`config.mk`:
```
export PLATFORM = sky130hd
export DESIGN_NAME = motor_plant
export DESIGN_NICKNAME = d
export VERILOG_FILES = /design/src/rtl/motor_plant.sv
export SDC_FILE = /design/constraint.sdc
export NUM_CORES = 1
export LEC_CHECK = 0
export BUFFER_PORTS_ARGS = -buffer_cell sky130_fd_sc_hd__buf_4
export CAP_MARGIN = 15
export CORE_AREA = 4 4 49 51
export DETAILED_ROUTE_END_ITERATION = 12
export DIE_AREA = 0 0 53 55
export PLACE_DENSITY = 0.77
export RECOVER_POWER = 50
export REMOVE_ABC_BUFFERS = 1
export SYNTH_ARGS = -nofsm -noshare
export SYNTH_HDL_FRONTEND = slang
export SYNTH_SLANG_ARGS = --single-unit
export TNS_END_PERCENT = 10
```
`constraint.sdc`:
```
create_clock -name clk -period 1.8 [get_ports clk]
set_input_delay 0.18 -clock clk [delete_from_list [all_inputs] [get_ports clk]]
set_output_delay 0.18 -clock clk [all_outputs]
set_load 0.01 [all_outputs]
```
`src/rtl/motor_plant.sv`:
```
`default_nettype none
// ============================================================================
// Module   : motor_plant
// Brief    : Actuator model for the motor control interface. Turns
//            motor_up/motor_dn drive commands into a prescaled carriage
//            position between two end stops and decodes the limit switches.
//            Optional overtravel/conflict fault logic is built when the
//            macro MOTOR_PLANT_FAULT_EN is defined.
// Revision : 1.0 - initial release
// ============================================================================
module motor_plant #(
    parameter int TRAVEL   = 16,
    parameter int STEP_DIV = 4,
    parameter int POS_W    = 8,
    parameter int INIT_POS = 0,
    parameter int OVERRUN  = 2
) (
    input  logic             clk,
    input  logic             rst_n,
    input  logic             motor_up,
    input  logic             motor_dn,
    output logic             up_limit,
    output logic             dn_limit,
    output logic [POS_W-1:0] position,
    output logic             moving,
    output logic             fault
);

    localparam int               PS_W    = (STEP_DIV > 1) ? $clog2(STEP_DIV) : 1;
    localparam logic [PS_W-1:0]  PS_LAST = PS_W'(STEP_DIV - 1);
    localparam logic [POS_W-1:0] TOP     = POS_W'(TRAVEL);
    localparam logic [POS_W-1:0] TOP_M1  = POS_W'(TRAVEL - 1);
    localparam logic [POS_W-1:0] START   = POS_W'(INIT_POS);

    // Elaboration-time guard against parameter sets the plant cannot model.
    generate
        if (TRAVEL < 1 || STEP_DIV < 1 || OVERRUN < 1 || INIT_POS < 0 ||
            INIT_POS > TRAVEL || POS_W < 1 || POS_W > 30 ||
            TRAVEL > (2 ** POS_W) - 1) begin : g_bad_params
            $error("motor_plant: illegal parameter combination");
        end
    endgenerate

`ifdef MOTOR_PLANT_FAULT_EN
    typedef enum logic [1:0] {
        IDLE    = 2'd0,
        MOVE_UP = 2'd1,
        MOVE_DN = 2'd2,
        FAULT   = 2'd3
    } state_t;
`else
    typedef enum logic [1:0] {
        IDLE    = 2'd0,
        MOVE_UP = 2'd1,
        MOVE_DN = 2'd2
    } state_t;
`endif

    state_t          state;
    logic [PS_W-1:0] prescaler;

    logic cmd_up;
    logic cmd_dn;
    logic step_due;

    // A command is only valid when exactly one direction is requested.
    assign cmd_up   = motor_up & ~motor_dn;
    assign cmd_dn   = motor_dn & ~motor_up;
    assign step_due = (prescaler == PS_LAST);

    // Limit switches are pure decodes of the position register.
    assign up_limit = (position == TOP);
    assign dn_limit = (position == '0);

`ifdef MOTOR_PLANT_FAULT_EN
    localparam int              OV_W    = (OVERRUN > 1) ? $clog2(OVERRUN + 1) : 1;
    localparam logic [OV_W-1:0] OV_LAST = OV_W'(OVERRUN - 1);

    logic [OV_W-1:0] ovr_cnt;
    logic            both;
    logic            push;
    logic            fault_trip;

    assign both       = motor_up & motor_dn;
    assign push       = (motor_up & up_limit) | (motor_dn & dn_limit);
    assign fault_trip = both | (push & (ovr_cnt == OV_LAST));

    // Count consecutive cycles of pushing into an asserted limit.
    always_ff @(posedge clk or negedge rst_n) begin
        if (!rst_n) begin
            ovr_cnt <= '0;
        end else if (!push) begin
            ovr_cnt <= '0;
        end else if (ovr_cnt != OV_LAST) begin
            ovr_cnt <= ovr_cnt + 1'b1;
        end
    end

    // Sticky fault flag; only reset clears it.
    always_ff @(posedge clk or negedge rst_n) begin
        if (!rst_n) begin
            fault <= 1'b0;
        end else if (fault_trip) begin
            fault <= 1'b1;
        end
    end
`else
    assign fault = 1'b0;
`endif

    // Carriage state machine: direction, prescaler and saturating position.
    always_ff @(posedge clk or negedge rst_n) begin
        if (!rst_n) begin
            state     <= IDLE;
            position  <= START;
            prescaler <= '0;
            moving    <= 1'b0;
        end else begin
`ifdef MOTOR_PLANT_FAULT_EN
            if (fault_trip) begin
                state  <= FAULT;
                moving <= 1'b0;
            end else begin
`endif
            case (state)
                IDLE: begin
                    if (cmd_up && !up_limit) begin
                        state     <= MOVE_UP;
                        moving    <= 1'b1;
                        prescaler <= '0;
                    end else if (cmd_dn && !dn_limit) begin
                        state     <= MOVE_DN;
                        moving    <= 1'b1;
                        prescaler <= '0;
                    end
                end
                MOVE_UP: begin
                    if (cmd_up) begin
                        if (step_due) begin
                            position  <= position + 1'b1;
                            prescaler <= '0;
                            // Stop on the edge that lands on the top stop.
                            if (position == TOP_M1) begin
                                state  <= IDLE;
                                moving <= 1'b0;
                            end
                        end else begin
                            prescaler <= prescaler + 1'b1;
                        end
                    end else begin
                        // Released or conflicting command: drop any partial step.
                        state     <= IDLE;
                        moving    <= 1'b0;
                        prescaler <= '0;
                    end
                end
                MOVE_DN: begin
                    if (cmd_dn) begin
                        if (step_due) begin
                            position  <= position - 1'b1;
                            prescaler <= '0;
                            // Stop on the edge that lands on the bottom stop.
                            if (position == POS_W'(1)) begin
                                state  <= IDLE;
                                moving <= 1'b0;
                            end
                        end else begin
                            prescaler <= prescaler + 1'b1;
                        end
                    end else begin
                        state     <= IDLE;
                        moving    <= 1'b0;
                        prescaler <= '0;
                    end
                end
`ifdef MOTOR_PLANT_FAULT_EN
                FAULT: begin
                    moving <= 1'b0;
                end
`endif
                default: begin
                    state     <= IDLE;
                    moving    <= 1'b0;
                    prescaler <= '0;
                end
            endcase
`ifdef MOTOR_PLANT_FAULT_EN
            end
`endif
        end
    end

endmodule
`default_nettype wire

```
Yosys cells after proc, flatten, opt, wreduce, memory -nomap -nowiden
Index checks and enable logic that the tools add are counted.

storage, ports and cells
  register bits = 13
  input bits = 4
  output and inout bits = 12
  logic and storage cells = 64

cells by class
  add/subtract/negate cells = 3
  equal/unequal tests = 15
  mux-type cells = 29
  bitwise operators = 4
  reduce and logical (&&, ||, !) cells = 9

operator list
  cell                   count
  $mux W8                4
  $mux W2                13
  $pmux W8 S2            1
  $ne A3 B3 Y1 const B   5
  $pmux W2 S3            2
  $reduce_and A5 Y1      2
  $add A8 B1 Y8 const B  1
  $eq A8 B1 Y1 const B   1
  $eq A8 B4 Y1 const B   1
  $eq A8 B5 Y1 const B   1
  $logic_not A8 Y1       1
  $mux W1                8
  $ne A2 B2 Y1 const B   4
  $sub A8 B1 Y8 const B  1
  $eq A2 B2 Y1 const B   2
  $pmux W1 S3            1
  $add A2 B1 Y2 const B  1
  $and A1 B1 Y1          2
  $eq A2 B1 Y1 const B   1
  $logic_and A1 B1 Y1    2
  $logic_not A1 Y1       2
  $logic_not A2 Y1       1
  $not A1 Y1             2
  $reduce_bool A2 Y1     1

Logic depth before layout (Yosys ltp)
  depth in word-level cells = 6
  mapped depth = 8

Worst setup path after synthesis
OpenSTA, ideal clock, no wires.

  kind = reg-to-reg
  start point = reg position[0]
  end point = reg state[0]
  library setup time = 122 ps
  arrival time = 1821 ps
  required time = 1678 ps
  path slack = -142 ps
  cell stages (with the launch flop) = 7
  buffers on the path = 0
  cells stage by stage = dfrtp_1 inv_1 ha_1 nor3b_2 a311o_2 a311o_1 a32o_1

between the ends
  longest elaborated chain between the ends = 5

RTL lines
  item                                                               line      RTL
  start, declared                                                    24        output logic [POS_W-1:0] position,
  start signal, assigned                                             140       position <= position + 1'b1;
  start signal, assigned                                             160       position <= position - 1'b1;
  $eq A8 B5 Y1 / $logic_not A8 Y1 (equally long branches)            72, 73
  $logic_not A1 Y1, on equally long branches                         127, 131
  $logic_and A1 B1 Y1, on equally long branches                      127, 131
  $ne A3 B3 Y1 (no line) / $mux W2 (equally long branches)           n/a
  $reduce_and A5 Y1 (no line) / $pmux W2 S3 (equally long branches)  n/a
  end signal, assigned                                               128       state <= MOVE_UP;
  end signal, assigned                                               132       state <= MOVE_DN;
  end signal, assigned                                               144       state <= IDLE;
  end, declared                                                      59        state_t state;

Parallel ways exist; a longest one is shown, timed or not.
A chain may end at the register's enable or synchronous reset.

Final worst setup path
Same ends and word-level chain as after synthesis.

==> metrics.cfg <==
[worst_hold_path]
min_path_type=in -> reg

[worst_setup_path]
crit_fanout=4
crit_chain=inv_2 -> ha_4 -> nor3b_4 -> a311o_2 -> a311o_1 -> a32o_1
cp.arrival_ns=2.01
worstPathRequired_ns=1.98
crit_path_end_kind=register
critPathKind=reg -> reg
max_stage_delay_ns=0.40
slowest_stage=a311o_2
critical_path.startpoint_type=register

[grt]
track_usage_pct=17.37
grtUsageMet2_pct=30.79
antenna_found_initial=0
grt_pass1_wl_um=3532
grt_pass1_vias=802
grt_overflow_total=0
grt_max_degree=14
gr-usage-met3_pct=2.949
grt.busiest_layer=met2
gr-usage-met1_pct=19.18

[layout]
final_common_cell=buf_4
fillers=181
antenna_cells=0
finalNonFillerCells=152
stdcell_area_um2=1240
layout_common_cells=buf_4, dfrtp_1, xnor2_1
fin_nets=137
final_layout_size_suffix_gt1_share_pct=42.40
area_growth_pct=37.26

[pwr]
p_leak_nw=0.5990
power_frac_clock_pct=18.8
p_total_w=0.001006
pwr-share-comb_pct=45.1
p_sw_w=0.0003613
power_density_nw_per_um2=811.5
power_frac_seq_pct=36.1
switching_share_pct=35.90
power.internal_w=0.0006449
ir_drop_uv=578.9

[placement]
place_inst=145
placed_area_um2=1132
dp_hpwl_um=1555
place_ws_ns=-0.08117
gp_congestion=0.9083
port_buffers=14

[sta]
setup_viol=1
fin_crit_sh_pct=101.9
rsz0062_at_grt=true
holdWs_ns=0.3333
min_period_ns=1.833
finalHoldViolations=0
worst_pin_slew_ns=0.7451
maxSlewViolCount=0
fmax_mhz=545.4
max_slew_margin_pct=50.33
postLayoutSetupSlackWorst_ns=-0.03341
finClkSkew_ns=0.0008652

[job]
drv_cap=0

[detailed_routing]
drtAntennaViolNets=0
via_count=804
avgViaCountPerCell=5.289
drt-wirelength-per-cell_um=14.34
remaining_drc_errors=0
drtPass1Iterations=4
dr.first_iter.drc_count=13
wl_um=2180

[die]
dieArea_um2=2915
start_util_pct=46.52
core-area_um2=1942
ios=16
rows=16
die_w_um=53
die_y_um=55

[synth]
syn_area_per_cell_um2=9.714
ys_seq_elements=13
synth-main-ff-cell=dfrtp_1
synth_edf_count=0
yosysUniqueCellTypes=36
syn-cell-area_um2=903.4
yosysTopAreaCell=dfrtp_1
synth_top_area_share_pct=36.01
synthTopCellsByArea=dfrtp_1, ha_1, xnor2_1
syn_inst=93
ys_seq_area_share_pct=36.01
synth_warnings=0
synth-async-reset-ratio_pct=100.0

[status]
violations=setup timing
status=finished, violations left

[clock_network]
clk_pin_slew_ns=0.08
ctsRootBufferMaster=clkbuf_4
clkLatencyLatePin_ns=0.28
clock-sinks=13
cts_tree=yes
htree_levels=1
cts-buffers-inserted=3
clock_path_buffers=2

==> synthesized netlist by cell type, drive strengths merged (2+ instances only) <==
library cell	n
ha	7
buf	3
nor3b	2
o21ai	5
nor4bb	2
nand2	5
nand3b	3
inv	8
nand3	2
nor2	4
xnor2	7
dfrtp	13
and3	6
nor3	3
mux2	4
a311o	3
==> worst max-delay path: cells and delay by family (launching register included) <==
| kind | cells | cell delay (ns) |
|---|---|---|
| compound gates | 3 | 0.99 |
| fa+ha+maj | 1 | 0.15 |
| flops | 1 | 0.37 |
| simple gates | 1 | 0.15 |
| buf+inv | 1 | 0.06 |
==> worst paths after layout <==
path / startpoint / end / slack, ns / cells past startpoint
hold reg to reg: position[7] / position[7] / 0.51 / 1
min in group asynchronous: rst_n / moving / 0.47 / 2
setup reg to reg: position[0] / state[0] / -0.03 / 6
setup / recovery: position[0] / state[0] / -0.03 / 6
max in group asynchronous: rst_n / prescaler[1] / 0.86 / 2
hold / removal: motor_dn / state[0] / 0.33 / 3
==> sequential cells by signal, summed over array words and instances, names as in the netlist <==
signal / flops
prescaler: 2
position: 8
state: 2
moving: 1
==> logic make-up after synthesis <==
group | share of synthesized area [%]
adder cells (fa/ha/maj) | 9.695
buffers and inverters | 5.817
multiplexers | 4.986
flip-flops | 36.01
XOR/XNOR | 7.757
AO/OA/AOI/OAI | 11.22
AND/OR/NAND/NOR | 24.10
other | 0.4151
==> what timing repair did <==
item | CTS | global route
buffers inserted | 2 | 0
pin swaps | 3 | 3
gates resized for setup | 6 | 13
hold buffers | 1 | 0
hold endpoints to repair | 13 | 0
endpoints found under the setup margin | 9 | 15
==> power groups by stage <==
stage | combinational, W | clock [W] | sequential, W
after CTS | 0.000445 | 0.000196 | 0.000356
final | 0.000454 | 0.000189 | 0.000363
after global routing | 0.000503 | 0.000210 | 0.000367
after floorplan | 0.000274 | 0 | 0.000366
after global placement | 0.000424 | 0 | 0.000359
after detailed placement | 0.000434 | 0 | 0.000362
==> cell type report <==
type / instances / area, µm² / area share (%)
timing repair buffer: 32 / 239.0 / 19.27
multi-input combinational: 68 / 585.6 / 47.23
inverter: 8 / 30.03 / 2.422
tap: 27 / 33.78 / 2.725
clock buffer: 4 / 26.28 / 2.119
sequential: 13 / 325.3 / 26.24
==> per-stage QoR <==
stage	utilization [%]	setup TNS [ns]
after floorplan	-	-0.3265
after global placement	58.31	-0.02371
after detailed placement	58.31	-0.1172
after CTS	62.05	-0.05094
after global routing	63.85	-0.2087
final	63.85	-0.03341
==> metal layers <==
layer,part of all wire [%],up-vias
met5,0,-
met4,2.4,0
met3,3.4,4
met2,53,19
met1,41,389
li1,-,392
No activity file was read; power rests on OpenSTA's default activity.
